===== src/rtl/arm_block_transfer_sequencer_pkg.sv =====
// Shared CPU decoder definitions used by the LDM/STM block-transfer sequencer.
package arm_block_transfer_sequencer_pkg;

  typedef enum logic {
    POST_OFFSET = 1'b0,
    PRE_OFFSET  = 1'b1
  } pre_post_offset_flag_t;

  // Encoded as {P, U}
  typedef enum logic [1:0] {
    DA = 2'b00,
    IA = 2'b01,
    DB = 2'b10,
    IB = 2'b11
  } block_mode_t;

  typedef enum logic [1:0] {
    IDLE   = 2'd0,
    XFER   = 2'd1,
    FINISH = 2'd2
  } bts_state_t;

  localparam logic [31:0] EMPTY_LIST_STRIDE = 32'h40;

  function automatic block_mode_t block_mode(input pre_post_offset_flag_t p, input logic u);
    return block_mode_t'({p, u});
  endfunction

  // Lowest transfer address given the aligned base and the total block span.
  function automatic logic [31:0] block_start_addr(input block_mode_t m, input logic [31:0] b,
                                                   input logic [31:0] span);
    case (m)
      IA:      return b;
      IB:      return b + 32'd4;
      DA:      return b - span + 32'd4;
      default: return b - span;
    endcase
  endfunction

endpackage


===== src/rtl/arm_block_transfer_sequencer_reg_list_scan.sv =====
// Lowest-set-bit finder and popcount over a 16-bit register list.
module reg_list_scan (
  input  logic [15:0] i_list,
  output logic [3:0]  o_idx,
  output logic [15:0] o_lowest,
  output logic [4:0]  o_count
);

  assign o_lowest = i_list & (~i_list + 16'd1);

  // Count set bits; descending scan so the lowest set index wins.
  always_comb begin
    o_idx   = '0;
    o_count = '0;
    for (int unsigned i = 0; i < 16; i++) begin
      if (i_list[i]) o_count = o_count + 5'd1;
    end
    for (int unsigned i = 16; i > 0; i--) begin
      if (i_list[i-1]) o_idx = 4'(i - 1);
    end
  end

endmodule


===== src/rtl/arm_block_transfer_sequencer.sv =====
// LDM/STM sequencer: one word request per listed register, ascending order,
// with registered load writes and a single base writeback.
module arm_block_transfer_sequencer
  import arm_block_transfer_sequencer_pkg::*;
#(
  parameter bit EMPTY_LIST_QUIRK = 1'b1
) (
  input  logic        clk,
  input  logic        reset,
  input  logic        start,
  input  logic        is_load,
  input  logic        P,
  input  logic        U,
  input  logic        S,
  input  logic        W,
  input  logic [15:0] reg_list,
  input  logic [3:0]  rn_idx,
  input  logic [31:0] base_addr,
  input  logic [31:0] store_data,
  input  logic        mem_ack,
  input  logic [31:0] mem_rdata,
  output logic        busy,
  output logic        mem_req,
  output logic        mem_we,
  output logic [31:0] mem_addr,
  output logic [31:0] mem_wdata,
  output logic [3:0]  reg_idx,
  output logic        rf_we,
  output logic [3:0]  rf_idx,
  output logic [31:0] rf_wdata,
  output logic        wb_we,
  output logic [31:0] wb_data,
  output logic        user_bank,
  output logic        load_pc,
  output logic        spsr_restore,
  output logic        done
);

  bts_state_t  r_state, w_next;
  block_mode_t r_mode;
  logic [15:0] r_list;
  logic [31:0] r_base, r_addr, r_rf_wdata, r_wb_data;
  logic [3:0]  r_rf_idx;
  logic        r_u, r_is_load, r_s, r_first, r_empty, r_user, r_wb_en, r_pc_listed;
  logic        r_rf_we, r_load_pc, r_wb_we;

  logic [3:0]  w_idx;
  logic [15:0] w_lowest, w_list_in;
  logic [4:0]  w_count;
  logic [31:0] w_span, w_cur_addr;
  logic        w_empty_in, w_ack;

  reg_list_scan u_scan (
    .i_list   (r_list),
    .o_idx    (w_idx),
    .o_lowest (w_lowest),
    .o_count  (w_count)
  );

  assign w_empty_in = (reg_list == '0);
  assign w_list_in  = (w_empty_in && EMPTY_LIST_QUIRK) ? 16'h8000 : reg_list;
  assign w_ack      = mem_ack && (r_state == XFER);
  // The remaining list is still full on the first transfer, so its popcount is n.
  assign w_span     = r_empty ? EMPTY_LIST_STRIDE : {25'd0, w_count, 2'b00};
  assign w_cur_addr = r_first ? block_start_addr(r_mode, r_base, w_span) : r_addr;

  assign mem_addr     = mem_req ? w_cur_addr : '0;
  assign mem_we       = mem_req && !r_is_load;
  assign reg_idx      = mem_req ? w_idx : '0;
  assign mem_wdata    = store_data;
  assign rf_we        = r_rf_we;
  assign rf_idx       = r_rf_idx;
  assign rf_wdata     = r_rf_wdata;
  assign load_pc      = r_load_pc;
  assign wb_we        = r_wb_we;
  assign wb_data      = r_wb_data;
  assign user_bank    = r_user;

  // State register.
  always_ff @(posedge clk) begin
    if (reset) r_state <= IDLE;
    else       r_state <= w_next;
  end

  // Next-state and state-decoded outputs.
  always_comb begin
    w_next       = r_state;
    busy         = 1'b0;
    mem_req      = 1'b0;
    done         = 1'b0;
    spsr_restore = 1'b0;
    case (r_state)
      IDLE: begin
        if (start) w_next = (w_list_in == '0) ? FINISH : XFER;
      end
      XFER: begin
        busy    = 1'b1;
        mem_req = 1'b1;
        if (mem_ack && w_count == 5'd1) w_next = FINISH;
      end
      FINISH: begin
        busy         = 1'b1;
        done         = 1'b1;
        spsr_restore = r_s && r_is_load && r_pc_listed;
        w_next       = IDLE;
      end
      default: w_next = IDLE;
    endcase
  end

  // Operand capture at launch, per-transfer bookkeeping and registered write ports.
  always_ff @(posedge clk) begin
    if (reset) begin
      r_mode      <= IA;
      r_list      <= '0;
      r_base      <= '0;
      r_addr      <= '0;
      r_u         <= 1'b0;
      r_is_load   <= 1'b0;
      r_s         <= 1'b0;
      r_first     <= 1'b0;
      r_empty     <= 1'b0;
      r_user      <= 1'b0;
      r_wb_en     <= 1'b0;
      r_pc_listed <= 1'b0;
      r_rf_we     <= 1'b0;
      r_rf_idx    <= '0;
      r_rf_wdata  <= '0;
      r_load_pc   <= 1'b0;
      r_wb_we     <= 1'b0;
      r_wb_data   <= '0;
    end else begin
      r_rf_we   <= 1'b0;
      r_load_pc <= 1'b0;
      r_wb_we   <= 1'b0;
      if (r_state == IDLE && start) begin
        r_list      <= w_list_in;
        r_base      <= base_addr & 32'hFFFF_FFFC;
        r_mode      <= block_mode(pre_post_offset_flag_t'(P), U);
        r_u         <= U;
        r_is_load   <= is_load;
        r_s         <= S;
        r_first     <= 1'b1;
        r_empty     <= w_empty_in && EMPTY_LIST_QUIRK;
        r_user      <= S && !(is_load && reg_list[15]);
        r_wb_en     <= W && !(is_load && w_list_in[rn_idx]);
        r_pc_listed <= w_list_in[15];
      end
      if (w_ack) begin
        r_list  <= r_list & ~w_lowest;
        r_addr  <= w_cur_addr + 32'd4;
        r_first <= 1'b0;
        if (r_is_load) begin
          r_rf_we    <= 1'b1;
          r_rf_idx   <= w_idx;
          r_rf_wdata <= mem_rdata;
          r_load_pc  <= (w_idx == 4'd15);
        end
        if (r_first) begin
          r_wb_we   <= r_wb_en;
          r_wb_data <= r_u ? r_base + w_span : r_base - w_span;
        end
      end
      if (r_state == FINISH) r_user <= 1'b0;
    end
  end

endmodule


===== config.mk =====
export PLATFORM = sky130hd
export DESIGN_NAME = arm_block_transfer_sequencer
export DESIGN_NICKNAME = d
export VERILOG_FILES = /design/src/rtl/arm_block_transfer_sequencer_pkg.sv /design/src/rtl/arm_block_transfer_sequencer_reg_list_scan.sv /design/src/rtl/arm_block_transfer_sequencer.sv
export SDC_FILE = /design/constraint.sdc
export NUM_CORES = 1
export LEC_CHECK = 0
export CORE_MARGIN = 3
export CORE_UTILIZATION = 48
export DETAILED_ROUTE_END_ITERATION = 10
export PLACE_DENSITY = 0.83
export SLEW_MARGIN = 0
export SYNTH_ARGS = -nofsm -noshare
export SYNTH_HDL_FRONTEND = slang
export SYNTH_HIERARCHICAL = 1
export SYNTH_SLANG_ARGS = --single-unit

===== constraint.sdc =====
create_clock -name clk -period 14.2 [get_ports clk]
set_clock_uncertainty 0.2 [all_clocks]
set_input_delay 4.26 -clock clk [delete_from_list [all_inputs] [get_ports clk]]
set_output_delay 4.26 -clock clk [all_outputs]
set_load 0.05 [all_outputs]

# After elaboration in Yosys (flattened, before gate mapping)
# Index checks and enable logic that the tools add are counted.
# word_totals
register_bits,161
latchBits,0
mem_bits_rw,0
romBits,0
output_inout_bits,145
elab_cells,135
n_memories,0
# classes
addsub,21
multipliers,0
n_div,0
order_cmp,1
n_eq_ne,8
shift,0
muxes,52
n_bitwise,7
reduce_logical,27
# ops
cell,count
$add 32x3->32 const B,3
$mux 32,3
$pmux 32 s3,1
$mux 5,15
$add 5x1->5 const B,14
$mux 4,17
$mux 16,3
$add 32x7->32,1
$and 16x16->16,2
$logic_not 16->1,2
$not 16->16,2
$sub 32x7->32,1
$add 16x1->16 const B,1
$logic_and 1x1->1,10
$reduce_or 2->1,4
$mux 1,7
$mux 7,1
$mux 2,3
$reduce_and 2->1,3
$reduce_or 3->1,2
$eq 5x1->1 const B,1
$lt 4x5->1 const B,1
$bmux 1 s4,1
$eq 2x1->1 const B,2
other kinds (10),16

# Longest topological paths before layout
# depth
word_depth,37
mapped_depth,60
mapped_depth_nobuf,56

# By module
# Netlist, hierarchy kept.
# modules_own_cells
module,instances,cells_each,area_per_inst_um2
arm_block_transfer_sequencer,1,1587,11472.3
reg_list_scan,1,305,2170.8

# Least setup slack after synthesis
# Ideal clock, no wire load.
# synth_timing
path_kind,register -> output
start,reg r_list[0]
end,out mem_addr[29]
arrival_ps,10664
required_time_ps,9740
setup_slack_ps,-924
path_stages_with_launch,55
path_buffers,3
cell_sequence,dfxtp_1 > inv_1 > ha_1 > buf_6 > xor2_1 > ha_1 > xnor2_1 > nand2_1 > o21ai_0 > xnor2_1 > a21oi_1 > ha_1 > nand2_1 > o21ai_0 > xnor2_1 > nand2_1 > o21ai_0 > ha_1 > (+19 left out) > a21o_1 > ha_1 > mux2_2 > nand2b_1 > inv_1 > fa_1 > nand2b_2 > a211oi_4 > xnor2_1 > o32a_1 > or3_1 > buf_2 > or4_1 > buf_2 > nor4_1 > mux2_2 > o211ai_1 > and2_1
# synth_between
elab_chain_cells,37
# synth_rtl
element,line_no,text
start: declaration,arm_block_transfer_sequencer.sv:41,logic [15:0] r_list;
start signal: assignment,arm_block_transfer_sequencer.sv:137,r_list <= w_list_in;
start signal: assignment,arm_block_transfer_sequencer.sv:150,r_list <= r_list & ~w_lowest;
$mux 1 *,arm_block_transfer_sequencer_reg_list_scan.sv:16,if (i_list[i]) o_count = o_count + 5'd1;
$add 1x1->2,arm_block_transfer_sequencer_reg_list_scan.sv:16,
$mux 5 *,arm_block_transfer_sequencer_reg_list_scan.sv:16,
$add 5x1->5,arm_block_transfer_sequencer_reg_list_scan.sv:16,
$mux 5 *,arm_block_transfer_sequencer_reg_list_scan.sv:16,
$add 5x1->5,arm_block_transfer_sequencer_reg_list_scan.sv:16,
$mux 5 *,arm_block_transfer_sequencer_reg_list_scan.sv:16,
$add 5x1->5,arm_block_transfer_sequencer_reg_list_scan.sv:16,
(+22 left out),--,
$mux 5 *,arm_block_transfer_sequencer_reg_list_scan.sv:16,
net w_count[1],arm_block_transfer_sequencer.sv:49,logic [4:0] w_count;
$mux 7 *,arm_block_transfer_sequencer.sv:64,"assign w_span = r_empty ? EMPTY_LIST_STRIDE : {25'd0, w_count, 2'b00};"
$sub 32x7->32 *,"arm_block_transfer_sequencer_pkg.sv:35, arm_block_transfer_sequencer_pkg.sv:36",
$add 32x3->32,arm_block_transfer_sequencer_pkg.sv:35,DA: return b - span + 32'd4;
$pmux 32 s3 *,arm_block_transfer_sequencer_pkg.sv:32,case (m)
$mux 32 *,arm_block_transfer_sequencer.sv:65,"assign w_cur_addr = r_first ? block_start_addr(r_mode, r_base, w_span) : r_addr;"
$mux 32 *,arm_block_transfer_sequencer.sv:67,assign mem_addr = mem_req ? w_cur_addr : '0;
end: declaration,arm_block_transfer_sequencer.sv:25,"output logic [31:0] mem_addr,"
# Mark *: on every way through the listed nets, which the timed path passes. The rest lies on a longest branch.

# Worst setup path after layout
# layout_timing
start,reg r_list[1]
end,out mem_addr[29]
# layout_between
elab_chain_cells,35
# layout_rtl
element,line_no
$mux 5 *,arm_block_transfer_sequencer_reg_list_scan.sv:16
$add 5x1->5,arm_block_transfer_sequencer_reg_list_scan.sv:16
$mux 5 *,arm_block_transfer_sequencer_reg_list_scan.sv:16
$add 5x1->5,arm_block_transfer_sequencer_reg_list_scan.sv:16
$mux 5 *,arm_block_transfer_sequencer_reg_list_scan.sv:16
$add 5x1->5,arm_block_transfer_sequencer_reg_list_scan.sv:16
$mux 5 *,arm_block_transfer_sequencer_reg_list_scan.sv:16
$add 5x1->5,arm_block_transfer_sequencer_reg_list_scan.sv:16
(+20 left out),--
$mux 5 *,arm_block_transfer_sequencer_reg_list_scan.sv:16
net w_count[2],arm_block_transfer_sequencer.sv:49
$mux 7 *,arm_block_transfer_sequencer.sv:64
$sub 32x7->32 *,"arm_block_transfer_sequencer_pkg.sv:35, arm_block_transfer_sequencer_pkg.sv:36"
$add 32x3->32,arm_block_transfer_sequencer_pkg.sv:35
$pmux 32 s3 *,arm_block_transfer_sequencer_pkg.sv:32
$mux 32 *,arm_block_transfer_sequencer.sv:65
$mux 32 *,arm_block_transfer_sequencer.sv:67
# Marked as above.

==> impl_metrics.xml <==
<?xml version="1.0" encoding="UTF-8"?>
<metrics>
  <group name="cts">
    <metric name="cts-htree-levels" unit="">4</metric>
    <metric name="cts.path.max_buffers" unit="">2</metric>
    <metric name="clkTransAtPathRegs" unit="ps">80</metric>
    <metric name="clock-sinks" unit="">159</metric>
    <metric name="tritoncts" unit="">yes</metric>
    <metric name="clk_root_buffer_cell" unit="">clkbuf_16</metric>
    <metric name="cts_buffers" unit="">17</metric>
    <metric name="worst_skew_pair.late_latency" unit="ps">450</metric>
  </group>
  <group name="global_route">
    <metric name="grt_antenna_before_repair" unit="">1</metric>
    <metric name="first_global_vias" unit="">14900</metric>
    <metric name="grt_usage" unit="%">30.7</metric>
    <metric name="grt_first_pass_wirelength" unit="mm">77.2</metric>
    <metric name="grt_remaining_overflow" unit="">0</metric>
    <metric name="grt_start_max_net_pins" unit="">63</metric>
  </group>
  <group name="status">
    <metric name="violations" unit="">setup timing</metric>
    <metric name="status" unit="">finished with violations</metric>
  </group>
  <group name="die">
    <metric name="floorplan.initialDensity" unit="%">48.8</metric>
    <metric name="num_io_pins" unit="">270</metric>
    <metric name="die_outline_area" unit="µm²">30500</metric>
    <metric name="design.core.area" unit="µm²">27900</metric>
    <metric name="die_h" unit="µm">175</metric>
    <metric name="core.rowCount" unit="">61</metric>
    <metric name="die_w" unit="µm">175</metric>
  </group>
  <group name="critical_path">
    <metric name="worst-endpoint-arrival" unit="ps">10810</metric>
    <metric name="worst_ep_required_time" unit="ps">9740</metric>
    <metric name="critPathBufInv" unit="">5</metric>
    <metric name="worst-path-stages" unit="">54</metric>
    <metric name="path_delay_family" unit="">compound AO/OA/AOI/OAI gates</metric>
    <metric name="timing.setup.critical_path_class" unit="">register to output pin</metric>
    <metric name="timing.critical_path.fanout_max" unit="">5</metric>
    <metric name="crit_path_frequent_cell" unit="">xnor2_2</metric>
    <metric name="category_of_the_worst_setup_path_capture_point" unit="">output pin</metric>
    <metric name="timing.critical_path.slowest_cell_delay" unit="ps">460</metric>
    <metric name="startpoint_type" unit="">register</metric>
    <metric name="cp_slowest_cell" unit="">or4_4</metric>
    <metric name="r2r.worst_path.cells" unit="">87</metric>
    <metric name="regToRegSetupSlack" unit="ps">-510</metric>
  </group>
  <group name="placed_design">
    <metric name="detailed_place_hpwl" unit="mm">34.3</metric>
    <metric name="io_buffers" unit="">201</metric>
    <metric name="routabilityCongestion" unit="">0.986</metric>
    <metric name="placedInstanceArea" unit="µm²">17300</metric>
    <metric name="dpl_worst_slack" unit="ps">-755</metric>
  </group>
  <group name="route">
    <metric name="drc" unit="">0</metric>
    <metric name="vias_per_cell" unit="">6.06</metric>
    <metric name="route.vias.total" unit="">16000</metric>
    <metric name="drtPass1Iterations" unit="">7</metric>
    <metric name="postRouteWirelength" unit="mm">51.2</metric>
    <metric name="route.detailed.wl_per_inst" unit="µm">19.4</metric>
    <metric name="ant_nets" unit="">0</metric>
    <metric name="dr.first_iter.drc_count" unit="">1823</metric>
  </group>
  <group name="timing">
    <metric name="max_slew.worst_pin.slew" unit="ps">1170</metric>
    <metric name="fin_crit" unit="ps">15270</metric>
    <metric name="rsz0062_at_grt" unit="">true</metric>
    <metric name="min_period_over_period" unit="%">108</metric>
    <metric name="final-setup-viol-count" unit="">39</metric>
    <metric name="max_fclk" unit="MHz">65.5</metric>
    <metric name="worst_slack" unit="ps">-1070</metric>
    <metric name="slew-limit-headroom" unit="%">19.9</metric>
    <metric name="hold_viol_final" unit="">0</metric>
    <metric name="timing_max_transition_violations_final" unit="">0</metric>
  </group>
  <group name="job">
    <metric name="cap_violations" unit="">0</metric>
  </group>
  <group name="synthesis">
    <metric name="yosysWarnings" unit="">6</metric>
    <metric name="synthAdderAreaFrac" unit="%">3.76</metric>
    <metric name="synth_simple_gate_area_share" unit="%">29.8</metric>
    <metric name="synth-compound-area-share" unit="%">22.0</metric>
    <metric name="synth_mux_area_share" unit="%">2.54</metric>
    <metric name="synth_enable_flop_cells" unit="">0</metric>
    <metric name="syn-mean-instance-area" unit="µm²">7.21</metric>
    <metric name="yosys.area_share.xor_xnor" unit="%">11.0</metric>
    <metric name="ys_seq_elements" unit="">159</metric>
    <metric name="postSynth.asyncResetShare" unit="%">0</metric>
    <metric name="synth.lib_cells_used.distinct" unit="">111</metric>
    <metric name="synth-main-ff-cell" unit="">dfxtp_1</metric>
    <metric name="syn_inst" unit="">1892</metric>
    <metric name="synth_top_family_by_area" unit="">simple AND/OR/NAND/NOR gates</metric>
    <metric name="synth.yosys.seq_area_share" unit="%">23.3</metric>
    <metric name="synthesized_area" unit="µm²">13600</metric>
  </group>
  <group name="final_layout">
    <metric name="stdcell_area" unit="µm²">19700</metric>
    <metric name="antennaDiodeCount" unit="">0</metric>
    <metric name="area_growth_syn_to_layout" unit="%">44.6</metric>
    <metric name="post_route_cells_drive_above_1_share" unit="%">27.1</metric>
    <metric name="fin_nets" unit="">2413</metric>
    <metric name="final_cell_mix" unit="">nand2_1, buf_4, a21oi_1</metric>
    <metric name="layout.cells.most_common" unit="">nand2_1</metric>
    <metric name="final.fill_count" unit="">2179</metric>
  </group>
  <group name="min_path">
    <metric name="hold_path_cells" unit="">2</metric>
    <metric name="worst_hold_path_type" unit="">register to register</metric>
  </group>
  <group name="pwr">
    <metric name="pwr-share-clk" unit="%">8.9</metric>
    <metric name="switching_share_of_total_power" unit="%">49.5</metric>
    <metric name="power_density" unit="nW/µm²">279</metric>
    <metric name="p_leak" unit="µW">0.00749</metric>
    <metric name="max-vdd-ir-drop" unit="V">0.000389</metric>
    <metric name="seq_power_share" unit="%">11.2</metric>
    <metric name="power.switching" unit="µW">2720</metric>
    <metric name="power.internal" unit="µW">2780</metric>
    <metric name="combPwrFrac" unit="%">79.8</metric>
    <metric name="post-layout-total-power" unit="µW">5500</metric>
  </group>
</metrics>
-- kinds of logic (layout without fill, tap and decap cells) --
family                     count (synthesis)  after routing
and+or+nand+nor                          818            818
AOI/OAI and AO/OA                        467            467
buffers and inverters                    225            594
DFF                                      159            159
xor gates and xnor gates                 155            155
adders and majority gates                 40             40
muxes                                     27             27
other                                      1              2
-- worst paths after layout --
path	from	to
worst max-delay path	r_list[1]	mem_addr[29]
worst min-delay path	r_wb_en	r_wb_en
worst max register to register	r_list[1]	r_addr[31]
worst min register to register	r_wb_en	r_wb_en
-- final cells by class --
type / count / area (µm²) / area share, %
Multi-Input combinational cell: 1509 / 10600 / 53.9
Timing Repair Buffer: 512 / 4590 / 23.3
Sequential cell: 159 / 3190 / 16.2
Tap cell: 378 / 473 / 2.40
Clock buffer: 17 / 425 / 2.16
Clock inverter: 15 / 209 / 1.06
Inverter: 50 / 195 / 0.990
-- power by group through the flow --
| stage | Combinational (µW) | Clock (µW) | Sequential [µW] |
|---|---|---|---|
| floorplan | 2290 | 0 | 583 |
| global placement | 3450 | 0 | 612 |
| detailed placement | 3520 | 0 | 616 |
| CTS | 3900 | 497 | 608 |
| global route | 4650 | 513 | 625 |
| finish | 4390 | 492 | 617 |
-- registers in the layout (all words and copies together) (netlist names) --
register and flops:
rf_wdata 32, r_list 16, r_s 1, r_empty 1, r_wb_en 1, r_u 1
wb_we 1, r_mode 2, r_state 2, user_bank 1, r_first 1, load_pc 1
rf_idx 4, rf_we 1, r_pc_listed 1, r_base 30, r_addr 32, wb_data 30
r_is_load 1
-- repair_timing --
item	in CTS	in global routing
cloned	1	0
endpoints found under the setup margin	28	48
gates resized for setup	138	89
pin swaps	72	56
hold buffers	0	0
setup buffers	64	28
-- metrics by stage --
stage	hold slack, ps	utilization (%)	TNS, ps	cells
after floorplan	227	-	-257	1893
after global placement	233	61.9	-5620	2517
after detailed placement	241	61.9	-8250	2517
after CTS	253	68.2	-13650	2612
after global routing	266	70.6	-34130	2640
final	249	70.6	-20410	2640
-- metal layers --
metal  share of wire, %  up-vias  global-route usage [%]
met5              0.025        -                       0
met4                4.4        2                    11.3
met3                9.5      199                    6.37
met2                 46      961                    50.9
met1                 40     7429                    39.6
li1                   -     7410                       -
-- synthesized netlist by cell type, drive strengths merged, types with 7 or more instances --
master / count / area share, %
o22ai: 19 / 0.92
and2: 27 / 1.2
buf: 71 / 3.3
a31oi: 28 / 1.3
nand4: 15 / 0.69
and3: 26 / 1.2
nor3b: 8 / 0.48
or2: 12 / 0.57
nor2b: 21 / 1.0
o31ai: 10 / 0.59
inv: 48 / 1.3
xor2: 41 / 3.0
xnor2: 109 / 7.1
a22oi: 21 / 1.2
a31o: 8 / 0.51
nor4b: 8 / 0.62
clkbuf: 104 / 2.9
a311oi: 7 / 0.45
nor4: 44 / 2.5
nand2b: 19 / 0.89
mux2i: 14 / 1.1
or4: 8 / 0.44
nand3: 47 / 1.7
or3: 23 / 1.1
nand2: 310 / 8.6
dfxtp: 159 / 23
o21ai: 69 / 2.5
a211oi: 23 / 1.4
nor3: 53 / 2.1
mux2: 8 / 0.66
ha: 37 / 3.4
o31a: 9 / 0.58
a21oi: 188 / 6.9
nand3b: 15 / 0.83
nor2: 160 / 4.4
o211ai: 9 / 0.53
-- worst register-to-register path, delay by kind of cell, from the launching register on --
kind	cells	cell delay, ps
AO/OA/AOI/OAI	19	2700
XOR/XNOR	10	1610
adder cells (fa/ha/maj)	8	2110
buffers and inverters	36	4500
flip-flops	1	370
multiplexers	1	290
AND/OR/NAND/NOR	13	2870
Power figures use the tool's default switching activity.
==> RTL edit: new RTL, config.mk and constraints unchanged <==
Set the parameter `EMPTY_LIST_QUIRK` to 1'b0 (it was 1'b1).
--- a/src/rtl/arm_block_transfer_sequencer.sv
+++ b/src/rtl/arm_block_transfer_sequencer.sv
@@ -3,7 +3,7 @@
 module arm_block_transfer_sequencer
   import arm_block_transfer_sequencer_pkg::*;
 #(
-  parameter bit EMPTY_LIST_QUIRK = 1'b1
+  parameter bit EMPTY_LIST_QUIRK = 1'b0
 ) (
   input  logic        clk,
   input  logic        reset,
Function: changed (Yosys sat finds a counterexample within 4 cycles, from zero or initial values and one cycle with reset high).
==> RTL edit against the unedited design <==
  * The run still ends with negative setup slack left
  * Power is 34% lower
  * Cell area hardly changed
  * Wire length is 3.0% higher
  * Register-to-register slack better by 3.0 ns
  * Critical path depth is 3 higher
  * Synthesized cell count is 0.63% higher
  * Area after synthesis is 0.72% higher
  * Setup slack better by 0.19 ns
  * Non-clock buffer count is 6 lower
  * Sequential cell count is 1 lower
  * Critical path type unchanged
  * Largest cell class unchanged
  * Highest routed layer is now met4
==> RTL edit: results (changes against the unedited design) <==
{| class="wikitable"
! Metric !! Value
|-
| Global routing usage on met1 || 39.4% (-0.11 points)
|-
| Status || finished with violations
|-
| Routed metal-1 wirelength || 20.1 mm (-1.8%)
|-
| DR vias/cell || 6.21 (+2.5%)
|-
| CTS clk-pin slew, worst paths || 0.06 ns (-0.02 ns)
|-
| Worst EP arrival || 10.62 ns (-0.19 ns)
|-
| Relative slew margins || 16.9% (-3.0 points)
|-
| Switching Power || 1710 uW (-37%)
|-
| Final WS setup || -0.883 ns (+0.187 ns)
|-
| Final setup viols || 25 (-36%)
|-
| Failing checks || negative setup slack
|-
| Static leakage power || 0.00739 uW (-1.4%)
|-
| Antenna violations before repair || 0 (-1)
|-
| Worst IR drop on VDD || 0.000111 V (-72%)
|-
| Fraction of synthesized area in multiplexers || 2.59% (+0.055 points)
|-
| Fraction of the mapped netlist area in compound gates || 22.2% (+0.21 points)
|-
| Top Family by Delay on Critical Path || adder cells
|-
| Met2 wire len || 24.3 mm (+3.1%)
|-
| Final WL || 52.7 mm (+3.0%)
|-
| Global Route Usage Sum || 31.3% (+0.64 points)
|-
| First-iteration detailed-routing DRC count || 2024 (+11%)
|-
| Via count of the first global-routing pass || 15200 (+1.8%)
|-
| Final weighted congestion in routability-driven placement || 0.974 (-1.3%)
|-
| Synthesized area per cell || 7.22 um2 (about the same)
|-
| GR Layer Usage met3 || 7.39% (+1.0 points)
|}
-- RTL edit: cell count changes in the layout (fill, tap and decap cells not counted), moves of 8 or more --
cell     change
xnor2_1     -21
nor2_1      +18
buf_4       -17
buf_6       +14
nand2_1     +12
xor2_1      +12
nand4_1     +11
a31oi_1      +8
nor2b_1      -8
o21ai_0      +8
-- RTL edit: final cells by class --
class	count	area (um2)
fill	2078	8300
timing repair buffer	506	4590
tap	378	473
sequential	158	3170
inverter	43	164
clock inverter	14	148
clock buffer	17	425
multi-input combinational	1529	10800
-- RTL edit: path summary, 6_finish.rpt --
path                            from                 endpoint  slack (ns)  cells past startpoint
min          wb_data[9]$_SDFFE_PP0P_  wb_data[9]$_SDFFE_PP0P_        0.25                      2
min reg2reg  wb_data[9]$_SDFFE_PP0P_  wb_data[9]$_SDFFE_PP0P_        0.25                      2
max           r_list[1]$_SDFFE_PP0P_             mem_addr[20]       -0.88                     57
max reg2reg   r_list[1]$_SDFFE_PP0P_  r_addr[28]$_SDFFE_PP0P_        2.52                     59
-- RTL edit: what timing repair did --
item | CTS | global route
endpoints found under the setup margin | 28 | 29
setup buffers | 59 | 39
resized for setup | 176 | 91
pin swaps | 68 | 83
-- RTL edit: through the flow --
stage                     hold slack [ns]  area (um2)  total power [uW]  setup TNS, ns
after floorplan                     0.227       13800              1840        -0.0354
after global placement              0.236       17100              2520          -5.06
after detailed placement            0.244       17100              2580         -10.94
after CTS                           0.253       18900              3330          -6.08
after global routing                0.266       19700              3810         -25.30
final                               0.248       19700              3640         -15.49
-- RTL edit: power groups by stage --
stage                     combinational [uW]  clock (uW)  sequential [uW]
after global placement                  1980           0              543
final                                   2640         460              544
after global routing                    2780         487              549
after detailed placement                2030           0              545
after CTS                               2330         466              538
after floorplan                         1320           0              520
